File: config.mk
export PLATFORM = sky130hd
export DESIGN_NAME = mole_round_ctrl_flat
export DESIGN_NICKNAME = d
export VERILOG_FILES = /design/src/rtl/mole_pkg.sv /design/src/rtl/mole_round_ctrl_if.sv /design/src/rtl/mole_tick_timer.sv /design/src/rtl/mole_round_ctrl.sv /design/src/flat_wrapper.sv
export SDC_FILE = /design/constraint.sdc
export NUM_CORES = 1
export LEC_CHECK = 0
export ABC_AREA = 1
export ABC_CLOCK_PERIOD_IN_PS = 8400
export BUFFER_PORTS_ARGS = -buffer_cell sky130_fd_sc_hd__buf_2
export CORE_UTILIZATION = 42
export CTS_CLUSTER_DIAMETER = 200
export DETAILED_ROUTE_END_ITERATION = 8
export MAX_ROUTING_LAYER = met4
export PLACE_DENSITY = 0.71
export SLEW_MARGIN = 25
export SYNTH_ARGS = -nofsm -noshare
export SYNTH_HDL_FRONTEND = slang
export SYNTH_SLANG_ARGS = --single-unit
File: constraint.sdc
create_clock -name clk -period 8.4 [get_ports clk]
set_clock_uncertainty 0.1 [all_clocks]
set_input_delay 0.84 -clock clk [delete_from_list [all_inputs] [get_ports clk]]
set_output_delay 0.84 -clock clk [all_outputs]
set_load 0.005 [all_outputs]
File: src/rtl/mole_pkg.sv
`default_nettype none
// ============================================================================
//  Module      : mole_pkg
//  Description : Shared state encoding, default timing and level-derived values
//  Revision    : 1.0 - initial release
// ============================================================================
package mole_pkg;

    typedef enum logic [1:0] {
        IDLE = 2'd0,
        REQ  = 2'd1,
        WAIT = 2'd2,
        OVER = 2'd3
    } state_t;

    localparam int c_n_tgt      = 7;
    localparam int c_score_w    = 8;
    localparam int c_timer_w    = 16;
    localparam int c_game_ticks = 60000;
    localparam int c_lives      = 3;
    localparam int c_lvl_step   = 5;
    localparam int c_base_round = 5000;
    localparam int c_round_dec  = 1000;
    localparam int c_min_round  = 2000;
    localparam int c_max_lit    = 4;

    // Compare before subtracting so the round length never wraps below zero.
    function automatic int calc_round_len(input int lvl, input int base,
                                          input int dec, input int min_len);
        if (lvl * dec + min_len < base)
            return base - lvl * dec;
        return min_len;
    endfunction

    function automatic int calc_num_lit(input int lvl, input int max_lit, input int n_tgt);
        int n;
        n = lvl + 1;
        if (n > max_lit) n = max_lit;
        if (n > n_tgt)   n = n_tgt;
        if (n > 7)       n = 7;
        return n;
    endfunction

endpackage
`default_nettype wire

File: src/rtl/mole_round_ctrl_if.sv
`default_nettype none
// ============================================================================
//  Module      : mole_round_ctrl_if
//  Description : Pattern-generator handshake between generator and controller
//  Revision    : 1.0 - initial release
// ============================================================================
interface mole_round_ctrl_if #(
    parameter int N_TGT = 7
);
    logic [N_TGT-1:0] pat;
    logic             pat_valid;
    logic             pat_ready;
    logic [2:0]       num_lit;

    modport master (output pat, pat_valid, input pat_ready, num_lit);
    modport slave  (input pat, pat_valid, output pat_ready, num_lit);
endinterface
`default_nettype wire

File: src/rtl/mole_tick_timer.sv
`default_nettype none
// ============================================================================
//  Module      : mole_tick_timer
//  Description : Loadable tick-enabled down-counter flagging expiry at count 1
//  Revision    : 1.0 - initial release
// ============================================================================
module mole_tick_timer #(
    parameter int               WIDTH   = 16,
    parameter logic [WIDTH-1:0] RST_VAL = '0
) (
    input  wire logic             clk,
    input  wire logic             rst,
    input  wire logic             i_load,
    input  wire logic [WIDTH-1:0] i_load_val,
    input  wire logic             i_en,
    output logic                  o_expire
);
    logic [WIDTH-1:0] count_d;
    logic [WIDTH-1:0] count_q;

    always_comb begin
        count_d = count_q;
        if (i_load)
            count_d = i_load_val;
        else if (i_en && count_q != '0)
            count_d = count_q - 1'b1;
    end

    always_ff @(posedge clk) begin
        if (rst) count_q <= RST_VAL;
        else     count_q <= count_d;
    end

    assign o_expire = i_en && (count_q == WIDTH'(1));
endmodule
`default_nettype wire

File: src/rtl/mole_round_ctrl.sv
`default_nettype none
// ============================================================================
//  Module      : mole_round_ctrl
//  Description : Whack-a-mole round controller: timers, lives, score, level
//  Revision    : 1.0 - initial release
// ============================================================================
module mole_round_ctrl
    import mole_pkg::*;
#(
    parameter int N_TGT      = c_n_tgt,
    parameter int SCORE_W    = c_score_w,
    parameter int TIMER_W    = c_timer_w,
    parameter int GAME_TICKS = c_game_ticks,
    parameter int LIVES      = c_lives,
    parameter int LVL_STEP   = c_lvl_step,
    parameter int BASE_ROUND = c_base_round,
    parameter int ROUND_DEC  = c_round_dec,
    parameter int MIN_ROUND  = c_min_round,
    parameter int MAX_LIT    = c_max_lit
) (
    input  wire logic         clk,
    input  wire logic         rst,
    input  wire logic         tick,
    input  wire logic         start,
    input  wire logic [N_TGT-1:0] btn,
    mole_round_ctrl_if.slave  pat_if,
    output logic [N_TGT-1:0]  target,
    output logic [N_TGT-1:0]  lockout,
    output logic [SCORE_W-1:0] score,
    output logic [2:0]        lives,
    output logic [3:0]        level,
    output logic              game_over,
    output logic              busy,
    output logic              hit_pulse,
    output logic              miss_pulse
);
    localparam int c_step_w = (LVL_STEP > 1) ? $clog2(LVL_STEP) : 1;

    state_t               state_d, state_q;
    logic [N_TGT-1:0]     target_d, target_q;
    logic [N_TGT-1:0]     lockout_d, lockout_q;
    logic [SCORE_W-1:0]   score_d, score_q;
    logic [2:0]           lives_d, lives_q;
    logic [3:0]           level_d, level_q;
    logic [c_step_w-1:0]  step_d, step_q;
    logic                 hit_d, hit_q;
    logic                 miss_d, miss_q;

    logic                 game_load, round_load, game_exp, round_exp;
    logic [N_TGT-1:0]     eff, stray;
    logic [TIMER_W-1:0]   round_len;

    assign round_len = TIMER_W'(calc_round_len(int'(level_q), BASE_ROUND, ROUND_DEC, MIN_ROUND));
    assign eff       = btn & ~lockout_q;
    assign stray     = eff & ~target_q;

    mole_tick_timer #(.WIDTH(TIMER_W), .RST_VAL(TIMER_W'(GAME_TICKS))) u_game_timer (
        .clk        (clk),
        .rst        (rst),
        .i_load     (game_load),
        .i_load_val (TIMER_W'(GAME_TICKS)),
        .i_en       (tick && (state_q == REQ || state_q == WAIT)),
        .o_expire   (game_exp)
    );

    mole_tick_timer #(.WIDTH(TIMER_W), .RST_VAL('0)) u_round_timer (
        .clk        (clk),
        .rst        (rst),
        .i_load     (round_load),
        .i_load_val (round_len),
        .i_en       (tick && state_q == WAIT),
        .o_expire   (round_exp)
    );

    always_comb begin
        state_d    = state_q;
        target_d   = target_q;
        lockout_d  = lockout_q;
        score_d    = score_q;
        lives_d    = lives_q;
        level_d    = level_q;
        step_d     = step_q;
        hit_d      = 1'b0;
        miss_d     = 1'b0;
        game_load  = 1'b0;
        round_load = 1'b0;
        case (state_q)
            IDLE: begin
                if (start) begin
                    game_load = 1'b1;
                    state_d   = REQ;
                end
            end
            REQ: begin
                if (game_exp) begin
                    state_d = OVER;
                end else if (pat_if.pat_valid && pat_if.pat != '0) begin
                    target_d   = pat_if.pat;
                    lockout_d  = '0;
                    round_load = 1'b1;
                    state_d    = WAIT;
                end
            end
            WAIT: begin
                if (game_exp) begin
                    state_d = OVER;
                end else if ((eff & target_q) == target_q) begin
                    hit_d   = 1'b1;
                    state_d = REQ;
                    if (score_q != '1) score_d = score_q + 1'b1;
                    if (step_q == c_step_w'(LVL_STEP - 1)) begin
                        step_d = '0;
                        if (level_q != 4'hF) level_d = level_q + 4'd1;
                    end else begin
                        step_d = step_q + 1'b1;
                    end
                end else if (stray != '0) begin
                    lockout_d = lockout_q | stray;
                end else if (round_exp) begin
                    miss_d  = 1'b1;
                    lives_d = lives_q - 3'd1;
                    state_d = (lives_q == 3'd1) ? OVER : REQ;
                end
            end
            OVER: begin
                if (start) begin
                    score_d   = '0;
                    level_d   = '0;
                    step_d    = '0;
                    lives_d   = 3'(LIVES);
                    game_load = 1'b1;
                    state_d   = REQ;
                end
            end
            default: state_d = IDLE;
        endcase
    end

    always_ff @(posedge clk) begin
        if (rst) begin
            state_q   <= IDLE;
            target_q  <= '0;
            lockout_q <= '0;
            score_q   <= '0;
            lives_q   <= 3'(LIVES);
            level_q   <= '0;
            step_q    <= '0;
            hit_q     <= 1'b0;
            miss_q    <= 1'b0;
        end else begin
            state_q   <= state_d;
            target_q  <= target_d;
            lockout_q <= lockout_d;
            score_q   <= score_d;
            lives_q   <= lives_d;
            level_q   <= level_d;
            step_q    <= step_d;
            hit_q     <= hit_d;
            miss_q    <= miss_d;
        end
    end

    assign pat_if.pat_ready = (state_q == REQ);
    assign pat_if.num_lit   = 3'(calc_num_lit(int'(level_q), MAX_LIT, N_TGT));
    assign target           = (state_q == WAIT) ? target_q : '0;
    assign lockout          = lockout_q;
    assign score            = score_q;
    assign lives            = lives_q;
    assign level            = level_q;
    assign game_over        = (state_q == OVER);
    assign busy             = (state_q == REQ) || (state_q == WAIT);
    assign hit_pulse        = hit_q;
    assign miss_pulse       = miss_q;
endmodule
`default_nettype wire

File: src/flat_wrapper.sv
// flat-port wrapper written by rule: the top's interface ports become plain ports
module mole_round_ctrl_flat import mole_pkg::*;
#(
    parameter int N_TGT      = c_n_tgt,
    parameter int SCORE_W    = c_score_w,
    parameter int TIMER_W    = c_timer_w,
    parameter int GAME_TICKS = c_game_ticks,
    parameter int LIVES      = c_lives,
    parameter int LVL_STEP   = c_lvl_step,
    parameter int BASE_ROUND = c_base_round,
    parameter int ROUND_DEC  = c_round_dec,
    parameter int MIN_ROUND  = c_min_round,
    parameter int MAX_LIT    = c_max_lit
)
  (clk, rst, tick, start, btn, target, lockout, score, lives, level, game_over, busy, hit_pulse, miss_pulse, pat_if_pat, pat_if_pat_valid, pat_if_pat_ready, pat_if_num_lit);
  mole_round_ctrl_if #(.N_TGT(N_TGT)) pat_if_i ();
  input  wire logic clk;
  input  wire logic rst;
  input  wire logic tick;
  input  wire logic start;
  input  wire logic [N_TGT-1:0] btn;
  output logic [N_TGT-1:0] target;
  output logic [N_TGT-1:0] lockout;
  output logic [SCORE_W-1:0] score;
  output logic [2:0] lives;
  output logic [3:0] level;
  output logic game_over;
  output logic busy;
  output logic hit_pulse;
  output logic miss_pulse;
  input wire logic [$bits(pat_if_i.pat)-1:0] pat_if_pat;
  input wire logic [$bits(pat_if_i.pat_valid)-1:0] pat_if_pat_valid;
  output wire logic [$bits(pat_if_i.pat_ready)-1:0] pat_if_pat_ready;
  output wire logic [$bits(pat_if_i.num_lit)-1:0] pat_if_num_lit;
  assign pat_if_i.pat = pat_if_pat;
  assign pat_if_i.pat_valid = pat_if_pat_valid;
  assign pat_if_pat_ready = pat_if_i.pat_ready;
  assign pat_if_num_lit = pat_if_i.num_lit;
  mole_round_ctrl #(.N_TGT(N_TGT), .SCORE_W(SCORE_W), .TIMER_W(TIMER_W), .GAME_TICKS(GAME_TICKS), .LIVES(LIVES), .LVL_STEP(LVL_STEP), .BASE_ROUND(BASE_ROUND), .ROUND_DEC(ROUND_DEC), .MIN_ROUND(MIN_ROUND), .MAX_LIT(MAX_LIT)) u_core (.clk(clk), .rst(rst), .tick(tick), .start(start), .btn(btn), .pat_if(pat_if_i), .target(target), .lockout(lockout), .score(score), .lives(lives), .level(level), .game_over(game_over), .busy(busy), .hit_pulse(hit_pulse), .miss_pulse(miss_pulse));
endmodule
Yosys cells after proc, flatten, opt, wreduce, memory -nomap -nowiden
Index checks and enable logic that the tools add are counted.
Widths: inputs -> output; s select.
{"block": "totals", "reg_bits": 68, "wordCells": 139}
{"block": "classes", "n_eq_ne": 26, "muxes": 53, "reduce_logical": 27, "bitwise": 8, "n_addsub": 9, "n_lt_le_gt_ge": 4, "multipliers": 1}
{"operator": "$gt 32x4->1 const B", "n": 3}
{"operator": "$mux 16", "n": 4}
{"operator": "$mux 32", "n": 2}
{"operator": "$mux 7", "n": 6}
{"operator": "$eq 16x1->1 const B", "n": 2}
{"operator": "$lt 32x14->1 const B", "n": 1}
{"operator": "$mux 8", "n": 4}
{"operator": "$reduce_bool 16->1", "n": 2}
{"operator": "$sub 16x1->16 const B", "n": 2}
{"operator": "$mux 3", "n": 10}
{"operator": "$and 7x7->7", "n": 3}
{"operator": "$mux 4", "n": 5}
{"operator": "$reduce_and 6->1", "n": 3}
{"operator": "$mux 2", "n": 8}
{"operator": "$ne 2x1->1 const B", "n": 8}
{"operator": "$pmux 8 s2", "n": 1}
{"operator": "$add 14x11->15 const B", "n": 1}
{"operator": "$sub 13x14->15 const A", "n": 1}
{"operator": "$not 7->7", "n": 2}
{"operator": "$pmux 7 s2", "n": 1}
{"operator": "$reduce_bool 7->1", "n": 2}
{"operator": "$pmux 3 s2", "n": 2}
{"operator": "$mul 4x7->11 const B", "n": 1}
{"operator": "$ne 2x2->1 const B", "n": 5}
{"operator": "30 further kinds", "n": 49}

Logic depth before layout (Yosys ltp)
Gate-level depths: netlist (run 1).
{"block": "logic_depth", "depth_word": 8, "depth_mapped": 19, "ltp_nobuf": 19}

Modules after synthesis
From an unflattened synthesis (run 1), not the netlist that was laid out.
{"block": "unflattened", "hier_cells": 903, "area_unflattened_um2": 5526.6}
{"module": "mole_round_ctrl", "n_inst": 1, "cells_per_inst": 498, "area_per_inst_um2": 3175.5}
{"module": "mole_tick_timer (u_core.u_round_timer)", "n_inst": 1, "cells_per_inst": 211, "area_per_inst_um2": 1188.6}
{"module": "mole_tick_timer (u_core.u_game_timer)", "n_inst": 1, "cells_per_inst": 194, "area_per_inst_um2": 1162.4}

Worst setup path before layout (run 1)
Ideal clock, no wire load.
{"block": "synth_path", "kind": "register -> register", "startpoint": "reg u_core.level_q[1] (netlist: u_core.level[1])", "endpoint": "reg u_core.u_round_timer.count_q[4]", "n_path_buf": 0, "slack_ns": 5.065, "stages_incl_launch_ff": 18, "t_arrival_ns": 3.112, "setup_time_ns": 0.123, "path_cell_list": "dfxtp_1 -> ha_1 -> fa_1 -> inv_1 -> fa_1 -> inv_2 -> nor2_2 -> nand3_1 -> clkinv_1 -> nand3_1 -> nand2_1 -> inv_1 -> nand3_2 -> nand2_2 -> nor2_8 -> nand2_4 -> nor3_2 -> nor2_1"}
{"block": "synth_via", "elab_chain_len": 6}
{"item": "from (decl)", "line_no": "mole_round_ctrl.sv:44", "text": "logic [3:0] level_d, level_q;"}
{"item": "from (signal assigned)", "line_no": "mole_round_ctrl.sv:156", "text": "level_q <= level_d;"}
{"item": "$mul 4x7->11 (*)", "line_no": "mole_pkg.sv:30, mole_pkg.sv:31"}
{"item": "$add 14x11->15", "line_no": "mole_pkg.sv:30", "text": "if (lvl * dec + min_len < base)"}
{"item": "$lt 32x14->1", "line_no": "mole_pkg.sv:30"}
{"item": "$mux 16 or $mux 1 (tied branches)", "line_no": "mole_pkg.sv:30"}
{"item": "$mux 16 (*)", "line_no": "mole_pkg.sv:32", "text": "return min_len;"}
{"item": "$mux 16 (*)", "line_no": "mole_tick_timer.sv:23", "text": "if (i_load)"}
{"item": "to (signal assigned)", "line_no": "mole_tick_timer.sv:31", "text": "else count_q <= count_d;"}
{"item": "to (decl)", "line_no": "mole_tick_timer.sv:19", "text": "logic [WIDTH-1:0] count_q;"}
Every way passes the cells marked *; elsewhere a longest branch is shown, timed or not.
A chain may end at the register's enable or synchronous reset.

Final worst setup path (run 1)
Same ends and word-level chain as after synthesis.

==> results of run 1 <==
-- registers in the layout, summed over array words and instances, names as in the netlist --
name	count
u_core.u_round_timer.count_q	16
u_core.miss_pulse	1
u_core.level	4
u_core.lockout	7
u_core.hit_pulse	1
u_core.u_game_timer.count_q	16
u_core.target_q	7
u_core.state_q	2
u_core.score	8
u_core.step_q	3
u_core.lives	3
-- layer usage --
layer / GRT usage (%) / vias up / routed length, µm
met2: 32.8 / 104 / 5560
met4: 5.09 / 0 / 104
met5: - / - / 0
met1: 26.9 / 2276 / 6010
met3: 2.84 / 10 / 498
li1: - / 2672 / -
-- worst max-delay path by stage --
stage	slack [ns]	startpoint	endpoint	depth (start not counted)
5_1_grt	4.54	u_core.level[1]	u_core.u_round_timer.count_q[10]	17
6_report	4.78	u_core.level[1]	u_core.u_round_timer.count_q[4]	16
2_1_floorplan	5.06	u_core.level[1]	u_core.u_round_timer.count_q[4]	17
3_5_place_dp	4.77	u_core.level[1]	u_core.u_round_timer.count_q[10]	16
4_1_cts	4.76	u_core.level[1]	u_core.u_round_timer.count_q[4]	16
3_3_place_gp	4.85	u_core.level[1]	u_core.u_round_timer.count_q[4]	16
-- stage by stage --
stage / worst slack [ns] / cell area (µm²) / cells / total power [mW]
final: 4.78 / 5910 / 1001 / 1.97
after detailed placement: 4.77 / 5610 / 985 / 1.59
after CTS: 4.76 / 5910 / 1001 / 1.98
after floorplan: 5.06 / 5200 / 778 / 1.36
after global placement: 4.85 / 5610 / 985 / 1.59
after global routing: 4.54 / 5910 / 1001 / 2.17
-- layout make-up --
cell class                      count  share of cell area (%)
Sequential cell                    68                    23.0
Multi-Input combinational cell    592                    57.1
Clock inverter                      6                    1.08
Tap cell                          168                    3.56
Inverter                          102                    6.52
Timing Repair Buffer               55                    4.66
Clock buffer                       10                    4.04
-- critical path: stages (launching register included) --
cell and delay (ns):
sky130_fd_sc_hd__dfxtp_1 0.63, sky130_fd_sc_hd__fa_1 0.56, sky130_fd_sc_hd__inv_1 0.10, sky130_fd_sc_hd__fa_1 0.42, sky130_fd_sc_hd__ha_1 0.38, sky130_fd_sc_hd__a21oi_2 0.20, sky130_fd_sc_hd__nand2_1 0.06, sky130_fd_sc_hd__nand2_1 0.09
sky130_fd_sc_hd__nand2_1 0.07, sky130_fd_sc_hd__nand3_1 0.14, sky130_fd_sc_hd__nand2_2 0.14, sky130_fd_sc_hd__nand3_2 0.11, sky130_fd_sc_hd__nand2_2 0.08, sky130_fd_sc_hd__nor2_8 0.15, sky130_fd_sc_hd__nand2_4 0.09, sky130_fd_sc_hd__nor3_2 0.10
sky130_fd_sc_hd__nor2_1 0.05
-- cell families (layout without fill, tap and decap cells) --
kind of cell    after synthesis  after routing  synth area share, %
simple gates                396            396                 36.0
buf+inv                     118            173                 8.95
compound gates              134            134                 14.5
xor+xnor                     22             22                 3.71
flops                        68             68                 26.2
fa+ha+maj                    40             40                 10.6
-- power groups by stage --
stage | logic, mW | registers (mW) | clock network, mW
floorplan | 0.885 | 0.480 | 0
global placement | 1.09 | 0.499 | 0
detailed placement | 1.09 | 0.500 | 0
CTS | 1.10 | 0.494 | 0.385
global route | 1.26 | 0.510 | 0.399
finish | 1.10 | 0.496 | 0.376
-- synth_stat cells, types with 6 or more instances --
cell type,instances
sky130_fd_sc_hd__a21oi_1,63
sky130_fd_sc_hd__buf_2,6
sky130_fd_sc_hd__dfxtp_1,68
sky130_fd_sc_hd__fa_1,7
sky130_fd_sc_hd__ha_1,33
sky130_fd_sc_hd__inv_1,90
sky130_fd_sc_hd__inv_2,10
sky130_fd_sc_hd__nand2_1,158
sky130_fd_sc_hd__nand2_2,11
sky130_fd_sc_hd__nand3_1,60
sky130_fd_sc_hd__nand4_1,23
sky130_fd_sc_hd__nor2_1,88
sky130_fd_sc_hd__nor2_2,7
sky130_fd_sc_hd__nor3_1,18
sky130_fd_sc_hd__nor3_2,7
sky130_fd_sc_hd__o21ai_0,44
sky130_fd_sc_hd__xor2_1,18
==> results_tabular.tex, run 1 <==
\begin{tabular}{lr}
\hline
Metric & Value \\
\hline
\multicolumn{2}{l}{\textbf{Floorplan}} \\
Cell row count & 40 \\
Die outline height & 113 µm \\
Die Span X & 113 µm \\
Full die area & 0.0128 mm² \\
Count of boundary I/O pins & 56 \\
Starting utilization of the core area & 43.1\% \\
Placeable core region & 0.0121 mm² \\
\multicolumn{2}{l}{\textbf{Worst hold path}} \\
Path type of the worst min-delay path & reg2reg \\
Launch point of the worst hold path & u\_core.u\_round\_timer.count\_q[1] \\
Hold Path Stages & 2 \\
WHS Endpoint & u\_core.u\_round\_timer.count\_q[1] \\
\multicolumn{2}{l}{\textbf{Drt}} \\
WL per Instance & 12.2 µm \\
Number of remaining DRC errors & 0 \\
Total vias in the final route & 5062 \\
Initial DRC Count & 321 \\
Vias per std cell & 5.06 \\
Routed Wire Length & 12.2 mm \\
Post-detailed-route count of antenna-violating nets & 0 \\
Pre-Repair DR Iteration Count & 5 \\
\multicolumn{2}{l}{\textbf{CTS}} \\
CTS tree & built \\
Maximum clock path buffer count & 2 \\
Sinks on the clock net & 68 \\
Clock slew seen by the registers of the worst setup and hold paths & 0.06 ns \\
Number of gates given a new drive strength after cts & 0 \\
Count of hold-fix buffers inserted at cts & 0 \\
Clock network latency to the later pin of the worst-skew pair & 0.33 ns \\
CTS root buffer & sky130\_fd\_sc\_hd\_\_clkbuf\_16 \\
Number of buffers inserted by post-CTS setup repair & 0 \\
Number of clock buffers inserted by TritonCTS & 9 \\
H-tree depth & 3 \\
\multicolumn{2}{l}{\textbf{Synthesis}} \\
Share of the synthesized area in the top cell type & 26.2\% \\
Cell area after synthesis & 0.00520 mm² \\
Cell type with the largest total area after synthesis & sky130\_fd\_sc\_hd\_\_dfxtp\_1 \\
Distinct cell type count after synthesis & 49 \\
Synth warnings & 0 \\
Post-synthesis cell count & 778 \\
Avg Cell Area, Syn & 6.68 µm² \\
Asr flop ratio synth & 0\% \\
Synthesized net count & 837 \\
Dominant synthesized flop cell & sky130\_fd\_sc\_hd\_\_dfxtp\_1 \\
Post-synthesis sequential area ratio & 26.2\% \\
Count of flip-flops with a built-in enable after synthesis & 0 \\
Top cells by area in the synthesized netlist & sky130\_fd\_sc\_hd\_\_dfxtp\_1 (26\%), sky130\_fd\_sc\_hd\_\_nand2\_1 (11\%), sky130\_fd\_sc\_hd\_\_ha\_1 (7.9\%) \\
Flop and latch count out of synthesis & 68 \\
\multicolumn{2}{l}{\textbf{STA}} \\
Max Clock Freq & 276 MHz \\
Number of pins with negative max-slew slack in the final report & 0 \\
Hold Worst Slack & 0.384 ns \\
Setup TNS Final & 0 ns \\
Transition time at the pin with the least slew margin & 0.899 ns \\
Number of failing setup endpoints in the final timing report & 0 \\
Number of failing hold endpoints at the final stage & 0 \\
Final Cycle Share & 43.1\% \\
Minimum period implied by the final worst setup slack & 3.62 ns \\
Headroom to the max-slew limit & 40.0\% \\
RSZ-0062 raised after global routing & no \\
\multicolumn{2}{l}{\textbf{Pwr}} \\
Share of total power in combinational logic & 55.8\% \\
Peak supply drop & 138 µV \\
Power spent charging and discharging nets & 0.941 mW \\
Switch share & 47.7\% \\
Sequential power share & 25.1\% \\
Part of the power in the clock network & 19.1\% \\
Areal power density over the cells & 334 mW/mm² \\
Leakage component of the power & 2.88 nW \\
Int Power & 1.03 mW \\
\multicolumn{2}{l}{\textbf{Global route}} \\
Overall fraction of global-route tracks in use & 20.4\% \\
Maximum number of pins on one net before global-route repair & 32 \\
Sum of overflow across all layers after global routing & 0 \\
Wire length of the first global-routing pass & 20.8 mm \\
Antenna violations before repair & 0 \\
Number of global-route vias before repair & 4500 \\
\multicolumn{2}{l}{\textbf{Critical path}} \\
Startpoint of the lowest-slack register-to-register path & u\_core.level[1] \\
Slack of the worst reg-to-reg path & 4.78 ns \\
Crit path DAT & 3.72 ns \\
Capturing element type of the critical path & flip-flop \\
Worst R2R Path Depth & 16 \\
Endpoint of the worst-slack reg-to-reg timing path & u\_core.u\_round\_timer.count\_q[4] \\
Type of the setup path with the least slack & reg2reg \\
Highest net fanout along the worst path & 12 \\
Required time worst endpoint & 8.50 ns \\
Launching element type of the critical path & flip-flop \\
\multicolumn{2}{l}{\textbf{Cells and area}} \\
Antenna cells & 0 \\
Layout Area Growth over Synthesis & 13.6\% \\
Fillcell total & 1248 \\
Final Net Count & 887 \\
Multi-input logic area & 0.00337 mm² \\
Reg area & 0.00136 mm² \\
Leading cell types in the layout, fill and taps excluded & sky130\_fd\_sc\_hd\_\_nand2\_1 (158), sky130\_fd\_sc\_hd\_\_inv\_1 (90), sky130\_fd\_sc\_hd\_\_nor2\_1 (88) \\
Final core utilization & 49.0\% \\
Most common library cell in the layout ignoring fill and taps & sky130\_fd\_sc\_hd\_\_nand2\_1 \\
Layout cell share with drive strength beyond 1 & 15.2\% \\
\multicolumn{2}{l}{\textbf{Placed design}} \\
Placed wire-length estimate after detailed placement & 9.24 mm \\
GPL Wtd Cong & 0.873 \\
Number of buffers added on ports & 55 \\
\multicolumn{2}{l}{\textbf{Run}} \\
\# Max-Cap Violations & 0 \\
\multicolumn{2}{l}{\textbf{Run status}} \\
Result of the run & finished clean \\
\hline
\end{tabular}
Power figures use the tool's default switching activity.
==> run 2, diff against run 1 <==
--- a/config.mk
+++ b/config.mk
@@ -5,14 +5,14 @@
 export SDC_FILE = /design/constraint.sdc
 export NUM_CORES = 1
 export LEC_CHECK = 0
-export ABC_AREA = 1
-export ABC_CLOCK_PERIOD_IN_PS = 8400
+export ABC_AREA = 0
+export ABC_CLOCK_PERIOD_IN_PS = 3100
 export BUFFER_PORTS_ARGS = -buffer_cell sky130_fd_sc_hd__buf_2
 export CORE_UTILIZATION = 42
 export CTS_CLUSTER_DIAMETER = 200
 export DETAILED_ROUTE_END_ITERATION = 8
 export MAX_ROUTING_LAYER = met4
-export PLACE_DENSITY = 0.71
+export PLACE_DENSITY = 0.74
 export SLEW_MARGIN = 25
 export SYNTH_ARGS = -nofsm -noshare
 export SYNTH_HDL_FRONTEND = slang
==> constraint.sdc (replaced) <==
create_clock -name clk -period 3.1 [get_ports clk]
set_clock_uncertainty 0.1 [all_clocks]
set_input_delay 0.31 -clock clk [delete_from_list [all_inputs] [get_ports clk]]
set_output_delay 0.31 -clock clk [all_outputs]
set_load 0.005 [all_outputs]
==> run 2 against run 1 <==
  * The run now ends with setup timing left
  * Non-clock buffer count grew 52
  * Synthesized cell count decreased by 29%
  * Sequential power grew 130%
  * Global-route usage rose by 0.68 points
  * Worst hold slack worse by 0.27 ns
  * Area after synthesis shrank 10%
  * Register-to-register slack lost 5.3 ns
  * Combinational power grew 40%
  * Largest cell class unchanged
  * Via count decreased by 13%
  * Wire length is 3.7% lower
  * Cell count fell by 21%
  * First-iteration DRC count down 9.3%
==> results_tabular.tex, run 2 <==
\begin{tabular}{lr}
\hline
Metric & Value \\
\hline
\multicolumn{2}{l}{\textbf{Floorplan}} \\
Die outline height & 107 µm (-5.3\%) \\
Starting utilization of the core area & 42.9\% (-0.18 points) \\
Placeable core region & 0.0108 mm² (-10\%) \\
Full die area & 0.0115 mm² (-10\%) \\
Cell row count & 38 (-5.0\%) \\
Count of boundary I/O pins & 56 (unchanged) \\
Die Span X & 107 µm (-5.3\%) \\
\multicolumn{2}{l}{\textbf{Synthesis}} \\
Avg Cell Area, Syn & 8.46 µm² (+27\%) \\
Most common cell in the synthesized netlist & sky130\_fd\_sc\_hd\_\_dfxtp\_1 \\
Top cells by area in the synthesized netlist & sky130\_fd\_sc\_hd\_\_dfxtp\_1 (29\%), sky130\_fd\_sc\_hd\_\_ha\_1 (8.9\%), sky130\_fd\_sc\_hd\_\_xnor2\_1 (5.1\%) \\
Count of flip-flops with a built-in enable after synthesis & 0 (unchanged) \\
Flop and latch count out of synthesis & 68 (unchanged) \\
Synthesized net count & 609 (-27\%) \\
Distinct cell type count after synthesis & 71 (+45\%) \\
Cell type with the largest total area after synthesis & sky130\_fd\_sc\_hd\_\_dfxtp\_1 \\
Cell area after synthesis & 0.00465 mm² (-10\%) \\
Post-synthesis cell count & 550 (-29\%) \\
Asr flop ratio synth & 0\% (unchanged) \\
Share of the synthesized area in the top cell type & 29.2\% (+3.1 points) \\
Post-synthesis sequential area ratio & 29.2\% (+3.1 points) \\
List of most frequent post-synthesis cells & sky130\_fd\_sc\_hd\_\_dfxtp\_1 (68), sky130\_fd\_sc\_hd\_\_nand2\_1 (44), sky130\_fd\_sc\_hd\_\_nor2\_1 (43), sky130\_fd\_sc\_hd\_\_nor3\_1 (34), sky130\_fd\_sc\_hd\_\_ha\_1 (33) \\
Synth warnings & 0 (unchanged) \\
Dominant synthesized flop cell & sky130\_fd\_sc\_hd\_\_dfxtp\_1 \\
\multicolumn{2}{l}{\textbf{Placed design}} \\
Placed wire-length estimate after detailed placement & 8.75 mm (-5.3\%) \\
Number of buffers added on ports & 55 (unchanged) \\
GPL Wtd Cong & 0.904 (+3.6\%) \\
Post-DP Area & 0.00542 mm² (-3.4\%) \\
\multicolumn{2}{l}{\textbf{STA}} \\
Final Cycle Share & 117\% (+74 points) \\
Minimum period implied by the final worst setup slack & 3.61 ns (-0.00182 ns) \\
Number of failing hold endpoints at the final stage & 0 (unchanged) \\
Number of failing setup endpoints in the final timing report & 13 (+13) \\
Final worst-path setup slack & -0.515 ns (-5.30 ns) \\
Transition time at the pin with the least slew margin & 0.872 ns (-0.0272 ns) \\
Headroom to the max-slew limit & 41.9\% (+1.9 points) \\
Number of pins with negative max-slew slack in the final report & 0 (unchanged) \\
Max Clock Freq & 277 MHz (about the same) \\
Setup TNS Final & -5.83 ns (-5.83 ns) \\
RSZ-0062 raised after global routing & yes \\
\multicolumn{2}{l}{\textbf{Global route}} \\
Maximum number of pins on one net before global-route repair & 44 (+38\%) \\
Number of global-route vias before repair & 4142 (-8.0\%) \\
Wire length of the first global-routing pass & 19.1 mm (-8.2\%) \\
Overall fraction of global-route tracks in use & 21.1\% (+0.68 points) \\
Antenna violations before repair & 0 (unchanged) \\
Sum of overflow across all layers after global routing & 0 (unchanged) \\
\multicolumn{2}{l}{\textbf{Critical path}} \\
Type of the setup path with the least slack & reg2reg \\
Buffer and inverter count on the worst path & 1 (unchanged) \\
Crit. path cell count & 11 (-5) \\
Slack of the worst reg-to-reg path & -0.51 ns (-5.30 ns) \\
Cell family contributing the most delay on the critical path & adder cells \\
Crit path DAT & 3.76 ns (+0.04 ns) \\
Startpoint of the lowest-slack register-to-register path & u\_core.level[3] \\
Cell-by-cell listing of the critical path & fa\_2, inv\_2, fa\_1, ha\_4, nor2\_1, a21oi\_4, mux2i\_1, o211ai\_1, and4b\_1, or3\_4, o32ai\_2 \\
Launching element type of the critical path & flip-flop \\
Capturing element type of the critical path & flip-flop \\
Highest net fanout along the worst path & 7 (-5) \\
Required time worst endpoint & 3.25 ns (-5.25 ns) \\
Worst R2R Path Depth & 11 (-5) \\
Library cell contributing the largest single delay on the critical path & sky130\_fd\_sc\_hd\_\_fa\_2 \\
Biggest cell delay along the critical path & 0.61 ns (-0.02 ns) \\
Critical path capture point & u\_core.u\_round\_timer.count\_q[5] \\
Worst setup path startpoint & u\_core.level[3] \\
Endpoint of the worst-slack reg-to-reg timing path & u\_core.u\_round\_timer.count\_q[5] \\
\multicolumn{2}{l}{\textbf{Drt}} \\
Amount of wire on met3 after detailed routing & 381 µm (-23\%) \\
Number of remaining DRC errors & 0 (unchanged) \\
Highest metal layer with signal wires & met4 \\
Initial DRC Count & 291 (-9.3\%) \\
WL per Instance & 14.8 µm (+22\%) \\
Pre-Repair DR Iteration Count & 5 (unchanged) \\
Routed Wire Length & 11.7 mm (-3.7\%) \\
Vias per std cell & 5.53 (+9.4\%) \\
Total vias in the final route & 4387 (-13\%) \\
Post-detailed-route count of antenna-violating nets & 0 (unchanged) \\
Length of routed met2 wiring & 6.06 mm (+8.8\%) \\
Routed length on met1 & 5.09 mm (-15\%) \\
\multicolumn{2}{l}{\textbf{CTS}} \\
CTS tree & built \\
H-tree depth & 3 (unchanged) \\
Clock slew seen by the registers of the worst setup and hold paths & 0.08 ns (+0.02 ns) \\
Clock network latency to the later pin of the worst-skew pair & 0.35 ns (+0.02 ns) \\
Number of clock buffers inserted by TritonCTS & 9 (unchanged) \\
Maximum clock path buffer count & 2 (unchanged) \\
CTS root buffer & sky130\_fd\_sc\_hd\_\_clkbuf\_8 \\
Sinks on the clock net & 68 (unchanged) \\
\multicolumn{2}{l}{\textbf{Run}} \\
\# Max-Cap Violations & 0 (unchanged) \\
\multicolumn{2}{l}{\textbf{Pwr}} \\
Leakage component of the power & 2.51 nW (-13\%) \\
Peak supply drop & 469 µV (+240\%) \\
Areal power density over the cells & 594 mW/mm² (+78\%) \\
\multicolumn{2}{l}{\textbf{Worst hold path}} \\
Hold Path Stages & 3 (+1) \\
Path type of the worst min-delay path & in2reg \\
Launch point of the worst hold path & pat\_if\_pat[1] \\
\multicolumn{2}{l}{\textbf{Run status}} \\
Violated checks & setup timing \\
Result of the run & finished, violations left \\
\multicolumn{2}{l}{\textbf{Cells and area}} \\
Antenna cells & 0 (unchanged) \\
Design Area, Final & 0.00581 mm² (-1.6\%) \\
Layout cell share with drive strength beyond 1 & 27.3\% (+12 points) \\
Final Net Count & 707 (-20\%) \\
Most common library cell in the layout ignoring fill and taps & sky130\_fd\_sc\_hd\_\_dfxtp\_1 \\
Layout Area Growth over Synthesis & 24.9\% \\
Fillcell total & 967 (-23\%) \\
Leading cell types in the layout, fill and taps excluded & sky130\_fd\_sc\_hd\_\_dfxtp\_1 (65), sky130\_fd\_sc\_hd\_\_buf\_2 (55), sky130\_fd\_sc\_hd\_\_buf\_4 (52) \\
\hline
\end{tabular}
-- run 2: cell types whose count changed in the layout (fill, tap and decap cells not counted), sizes merged, moves of 16 or more --
cell,delta
nand2,-129
inv,-72
nor2,-55
buf,+52
nand3,-45
a21oi,-41
o21ai,-34
xnor2,+23
nand4,-19
nand2b,+16
-- run 2: how the worst min path moves through the flow --
stage / endpoint / slack, ns
2_1_floorplan: u_core.step_q[1] / 0.35
3_3_place_gp: u_core.step_q[1] / 0.36
3_5_place_dp: u_core.step_q[0] / 0.38
4_1_cts: u_core.target_q[1] / 0.11
5_1_grt: u_core.target_q[1] / 0.12
6_report: u_core.target_q[1] / 0.12
-- run 2: area by class of cell --
type / instances / area (µm²) / share of cell area, %
multi-input cells: 434 / 3280 / 56.5
repair buffers: 107 / 666 / 11.5
inverters: 28 / 105 / 1.81
clock buffers: 10 / 149 / 2.56
flip-flops and latches: 68 / 1370 / 23.5
clock inverters: 6 / 68.8 / 1.18
well taps: 140 / 175 / 3.01
-- run 2: stage by stage --
stage               util, %  std cells  hold WS [ns]  total power, mW  worst slack (ns)
finish                 53.6        793         0.116             3.45            -0.515
CTS                    53.0        793         0.113             3.40            -0.424
global placement       50.0        774         0.360             2.53            -0.390
global route           53.6        793         0.125             3.67            -0.641
detailed placement     50.0        774         0.375             2.58            -0.534
floorplan                 -        550         0.349             2.16            -0.573
-- run 2: routing by layer --
| layer | vias to the layer above | track usage, % |
|---|---|---|
| met5 | - | - |
| met4 | 0 | 6.85 |
| met3 | 18 | 3.21 |
| met2 | 81 | 36.5 |
| met1 | 2113 | 25.0 |
| li1 | 2175 | - |
-- run 2: power breakdown --
part	switching [mW]	internal, mW	total (mW)
Combinational	0.873	0.663	1.54
Sequential	0.129	1.00	1.13
Clock	0.364	0.424	0.789
Total	1.37	2.09	3.45
-- run 2: timing repair --
action / 4_1_cts / 5_1_grt
setup endpoints to repair: 13 / 13
hold buffers: 0 / 0
resized for setup: 13 / 13
buffers inserted: 3 / 0
pin swaps: 5 / 3
-- run 2: kinds of logic (layout without fill, tap and decap cells) --
kind of cell               count (synthesis)  after routing  share of synthesized area [%]
AOI/OAI and AO/OA                        102            102                           15.5
xor gates and xnor gates                  44             44                           8.28
adders and majority gates                 40             40                           11.9
buffers and inverters                     48            151                           4.38
DFF                                       68             68                           29.2
muxes                                     16             16                           3.52
and+or+nand+nor                          232            232                           27.2
-- run 2: worst register-to-register path: stages (launching register included) --
cell	delay, ns
sky130_fd_sc_hd__dfxtp_4	0.36
sky130_fd_sc_hd__fa_2	0.61
sky130_fd_sc_hd__inv_2	0.04
sky130_fd_sc_hd__fa_1	0.49
sky130_fd_sc_hd__ha_4	0.32
sky130_fd_sc_hd__nor2_1	0.06
sky130_fd_sc_hd__a21oi_4	0.19
sky130_fd_sc_hd__mux2i_1	0.32
sky130_fd_sc_hd__o211ai_1	0.15
sky130_fd_sc_hd__and4b_1	0.23
sky130_fd_sc_hd__or3_4	0.39
sky130_fd_sc_hd__o32ai_2	0.25
==> run 3, diff against run 2 <==
--- a/config.mk
+++ b/config.mk
@@ -6,13 +6,13 @@
 export NUM_CORES = 1
 export LEC_CHECK = 0
 export ABC_AREA = 0
-export ABC_CLOCK_PERIOD_IN_PS = 3100
+export ABC_CLOCK_PERIOD_IN_PS = 4680
 export BUFFER_PORTS_ARGS = -buffer_cell sky130_fd_sc_hd__buf_2
 export CORE_UTILIZATION = 42
 export CTS_CLUSTER_DIAMETER = 200
 export DETAILED_ROUTE_END_ITERATION = 8
 export MAX_ROUTING_LAYER = met4
-export PLACE_DENSITY = 0.74
+export PLACE_DENSITY = 0.72
 export SLEW_MARGIN = 25
 export SYNTH_ARGS = -nofsm -noshare
 export SYNTH_HDL_FRONTEND = slang
==> constraint.sdc (replaced) <==
create_clock -name clk -period 4.68 [get_ports clk]
set_clock_uncertainty 0.1 [all_clocks]
set_input_delay 0.468 -clock clk [delete_from_list [all_inputs] [get_ports clk]]
set_output_delay 0.468 -clock clk [all_outputs]
set_load 0.005 [all_outputs]
==> run 3 against run 2 <==
  * The flow now finishes without violations
  * Wire length shrank 9.6%
  * Global-route usage down 1.0 points
  * Register-to-register slack better by 1.0 ns
  * Cell count shrank 6.4%
  * Critical path type unchanged
==> results_tabular.tex, run 3 (synthesized netlist as in run 2, its figures left out) <==
\begin{tabular}{lr}
\hline
Metric & Value \\
\hline
\multicolumn{2}{l}{\textbf{Drt}} \\
Routed Wire Length & 10.6 mm (-9.6\%) \\
Number of remaining DRC errors & 0 (unchanged) \\
Vias per std cell & 5.49 (-0.78\%) \\
Post-detailed-route count of antenna-violating nets & 0 (unchanged) \\
Total vias in the final route & 4073 (-7.2\%) \\
Initial DRC Count & 240 (-18\%) \\
Pre-Repair DR Iteration Count & 4 (-1) \\
WL per Instance & 14.3 µm (-3.4\%) \\
\multicolumn{2}{l}{\textbf{STA}} \\
Minimum period implied by the final worst setup slack & 4.20 ns (+0.582 ns) \\
Final Cycle Share & 89.7\% (-27 points) \\
Final worst-path setup slack & 0.483 ns (+0.998 ns) \\
Max Clock Freq & 238 MHz (-14\%) \\
Transition time at the pin with the least slew margin & 0.967 ns (+0.0955 ns) \\
Number of failing setup endpoints in the final timing report & 0 (-13) \\
Headroom to the max-slew limit & 35.1\% (-6.8 points) \\
Number of failing hold endpoints at the final stage & 0 (unchanged) \\
RSZ-0062 raised after global routing & no \\
Setup TNS Final & 0 ns (+5.83 ns) \\
Number of pins with negative max-slew slack in the final report & 0 (unchanged) \\
\multicolumn{2}{l}{\textbf{Critical path}} \\
Cell-by-cell listing of the critical path & fa\_1, inv\_1, fa\_1, ha\_1, a21oi\_1, o21bai\_1, or3b\_1, nand2\_1, and4b\_1, or3\_1, o32ai\_1 \\
Required time worst endpoint & 4.83 ns (+1.58 ns) \\
Type of the setup path with the least slack & reg2reg \\
Library cell contributing the largest single delay on the critical path & sky130\_fd\_sc\_hd\_\_dfxtp\_1 \\
Crit path DAT & 4.35 ns (+0.59 ns) \\
Capturing element type of the critical path & flip-flop \\
Critical path's most frequent cell & sky130\_fd\_sc\_hd\_\_fa\_1 \\
Launching element type of the critical path & flip-flop \\
Highest net fanout along the worst path & 11 (+4) \\
Biggest cell delay along the critical path & 0.59 ns (-0.02 ns) \\
\multicolumn{2}{l}{\textbf{Placed design}} \\
DP Worst Slack & 0.524 ns (+1.06 ns) \\
Placed wire-length estimate after detailed placement & 8.02 mm (-8.3\%) \\
Post-DP Area & 0.00501 mm² (-7.4\%) \\
Total placed cells including tap cells & 726 (-6.2\%) \\
Number of buffers added on ports & 55 (unchanged) \\
GPL Wtd Cong & 0.871 (-3.7\%) \\
\multicolumn{2}{l}{\textbf{CTS}} \\
Count of hold-fix buffers inserted at cts & 0 (unchanged) \\
Sinks on the clock net & 68 (unchanged) \\
Number of buffers inserted by post-CTS setup repair & 0 (-3) \\
H-tree depth & 3 (unchanged) \\
Number of gates given a new drive strength after cts & 0 (-13) \\
CTS tree & built \\
CTS root buffer & sky130\_fd\_sc\_hd\_\_clkbuf\_8 \\
Maximum clock path buffer count & 2 (unchanged) \\
Clock slew seen by the registers of the worst setup and hold paths & 0.08 ns (about the same) \\
Number of clock buffers inserted by TritonCTS & 9 (unchanged) \\
Clock network latency to the later pin of the worst-skew pair & 0.35 ns (about the same) \\
\multicolumn{2}{l}{\textbf{Floorplan}} \\
Die Span X & 107 µm (unchanged) \\
Placeable core region & 0.0108 mm² (unchanged) \\
Cell row count & 38 (unchanged) \\
Count of boundary I/O pins & 56 (unchanged) \\
Full die area & 0.0115 mm² (unchanged) \\
Starting utilization of the core area & 42.9\% (unchanged) \\
Die outline height & 107 µm (unchanged) \\
\multicolumn{2}{l}{\textbf{Global route}} \\
Antenna violations before repair & 0 (unchanged) \\
Wire length of the first global-routing pass & 18.1 mm (-5.0\%) \\
Number of global-route vias before repair & 3842 (-7.2\%) \\
Sum of overflow across all layers after global routing & 0 (unchanged) \\
Overall fraction of global-route tracks in use & 20.1\% (-1.0 points) \\
Maximum number of pins on one net before global-route repair & 44 (unchanged) \\
\multicolumn{2}{l}{\textbf{Cells and area}} \\
Antenna cells & 0 (unchanged) \\
Fillcell total & 1064 (+10\%) \\
Final standard cell count with taps included and fillers excluded & 742 (-6.4\%) \\
Most common library cell in the layout ignoring fill and taps & sky130\_fd\_sc\_hd\_\_dfxtp\_1 \\
Final Net Count & 656 (-7.2\%) \\
Layout cell share with drive strength beyond 1 & 15.8\% (-11 points) \\
Design Area, Final & 0.00523 mm² (-10\%) \\
Layout Area Growth over Synthesis & 12.3\% \\
Final core utilization & 48.2\% (-5.4 points) \\
Leading cell types in the layout, fill and taps excluded & sky130\_fd\_sc\_hd\_\_dfxtp\_1 (68), sky130\_fd\_sc\_hd\_\_buf\_2 (55), sky130\_fd\_sc\_hd\_\_nand2\_1 (44) \\
\multicolumn{2}{l}{\textbf{Pwr}} \\
Areal power density over the cells & 405 mW/mm² (-32\%) \\
Peak supply drop & 175 µV (-63\%) \\
Leakage component of the power & 2.23 nW (-11\%) \\
\multicolumn{2}{l}{\textbf{Run status}} \\
Result of the run & finished clean \\
\multicolumn{2}{l}{\textbf{Run}} \\
\# Max-Cap Violations & 0 (unchanged) \\
\multicolumn{2}{l}{\textbf{Worst hold path}} \\
Path type of the worst min-delay path & in2reg \\
\hline
\end{tabular}
## run 3: area by class of cell
class / count / area (µm²) / share of cell area (%)
multi-input cells: 434 / 3090 / 59.1
repair buffers: 56 / 283 / 5.41
inverters: 28 / 105 / 2.01
clock buffers: 11 / 151 / 2.90
flip-flops and latches: 68 / 1360 / 26.1
well taps: 140 / 175 / 3.35
clock inverters: 5 / 60.1 / 1.15
## run 3: path summary, 6_finish.rpt
check	to	cells past startpoint	slack, ns	start
worst min register to register	u_core.step_q[1]	2	0.38	u_core.step_q[1]
worst min-delay path	u_core.target_q[5]	3	0.28	pat_if_pat[5]
worst max register to register	u_core.u_round_timer.count_q[11]	11	0.48	u_core.level[3]
worst max-delay path	u_core.u_round_timer.count_q[11]	11	0.48	u_core.level[3]
## run 3: worst max-delay path, delay by kind of cell, from the launching register on
| family | cells | cell delay (ns) |
|---|---|---|
| and+or+nand+nor | 4 | 1.36 |
| buffers and inverters | 1 | 0.12 |
| AOI/OAI and AO/OA | 3 | 0.56 |
| adders and majority gates | 3 | 1.37 |
| DFF | 1 | 0.59 |
## run 3: routing by layer
metal,global-route usage (%),vias to the layer above,wire [µm]
li1,-,2057,-
met1,25.2,1936,4870
met2,32.0,59,5190
met3,4.72,21,373
met4,6.16,0,161
met5,-,-,0
## run 3: report_power, final
group          switching [mW]  total (mW)  leakage [nW]  internal [mW]
registers               0.106       0.769         0.551          0.663
clock network           0.228       0.504         0.106          0.276
logic                   0.497       0.844          1.58          0.346
## run 3: through the flow
stage	hold slack [ns]	total power, mW
after detailed placement	0.376	1.62
after global routing	0.270	2.27
after CTS	0.264	2.13
after floorplan	0.349	1.42
final	0.280	2.12
after global placement	0.359	1.59
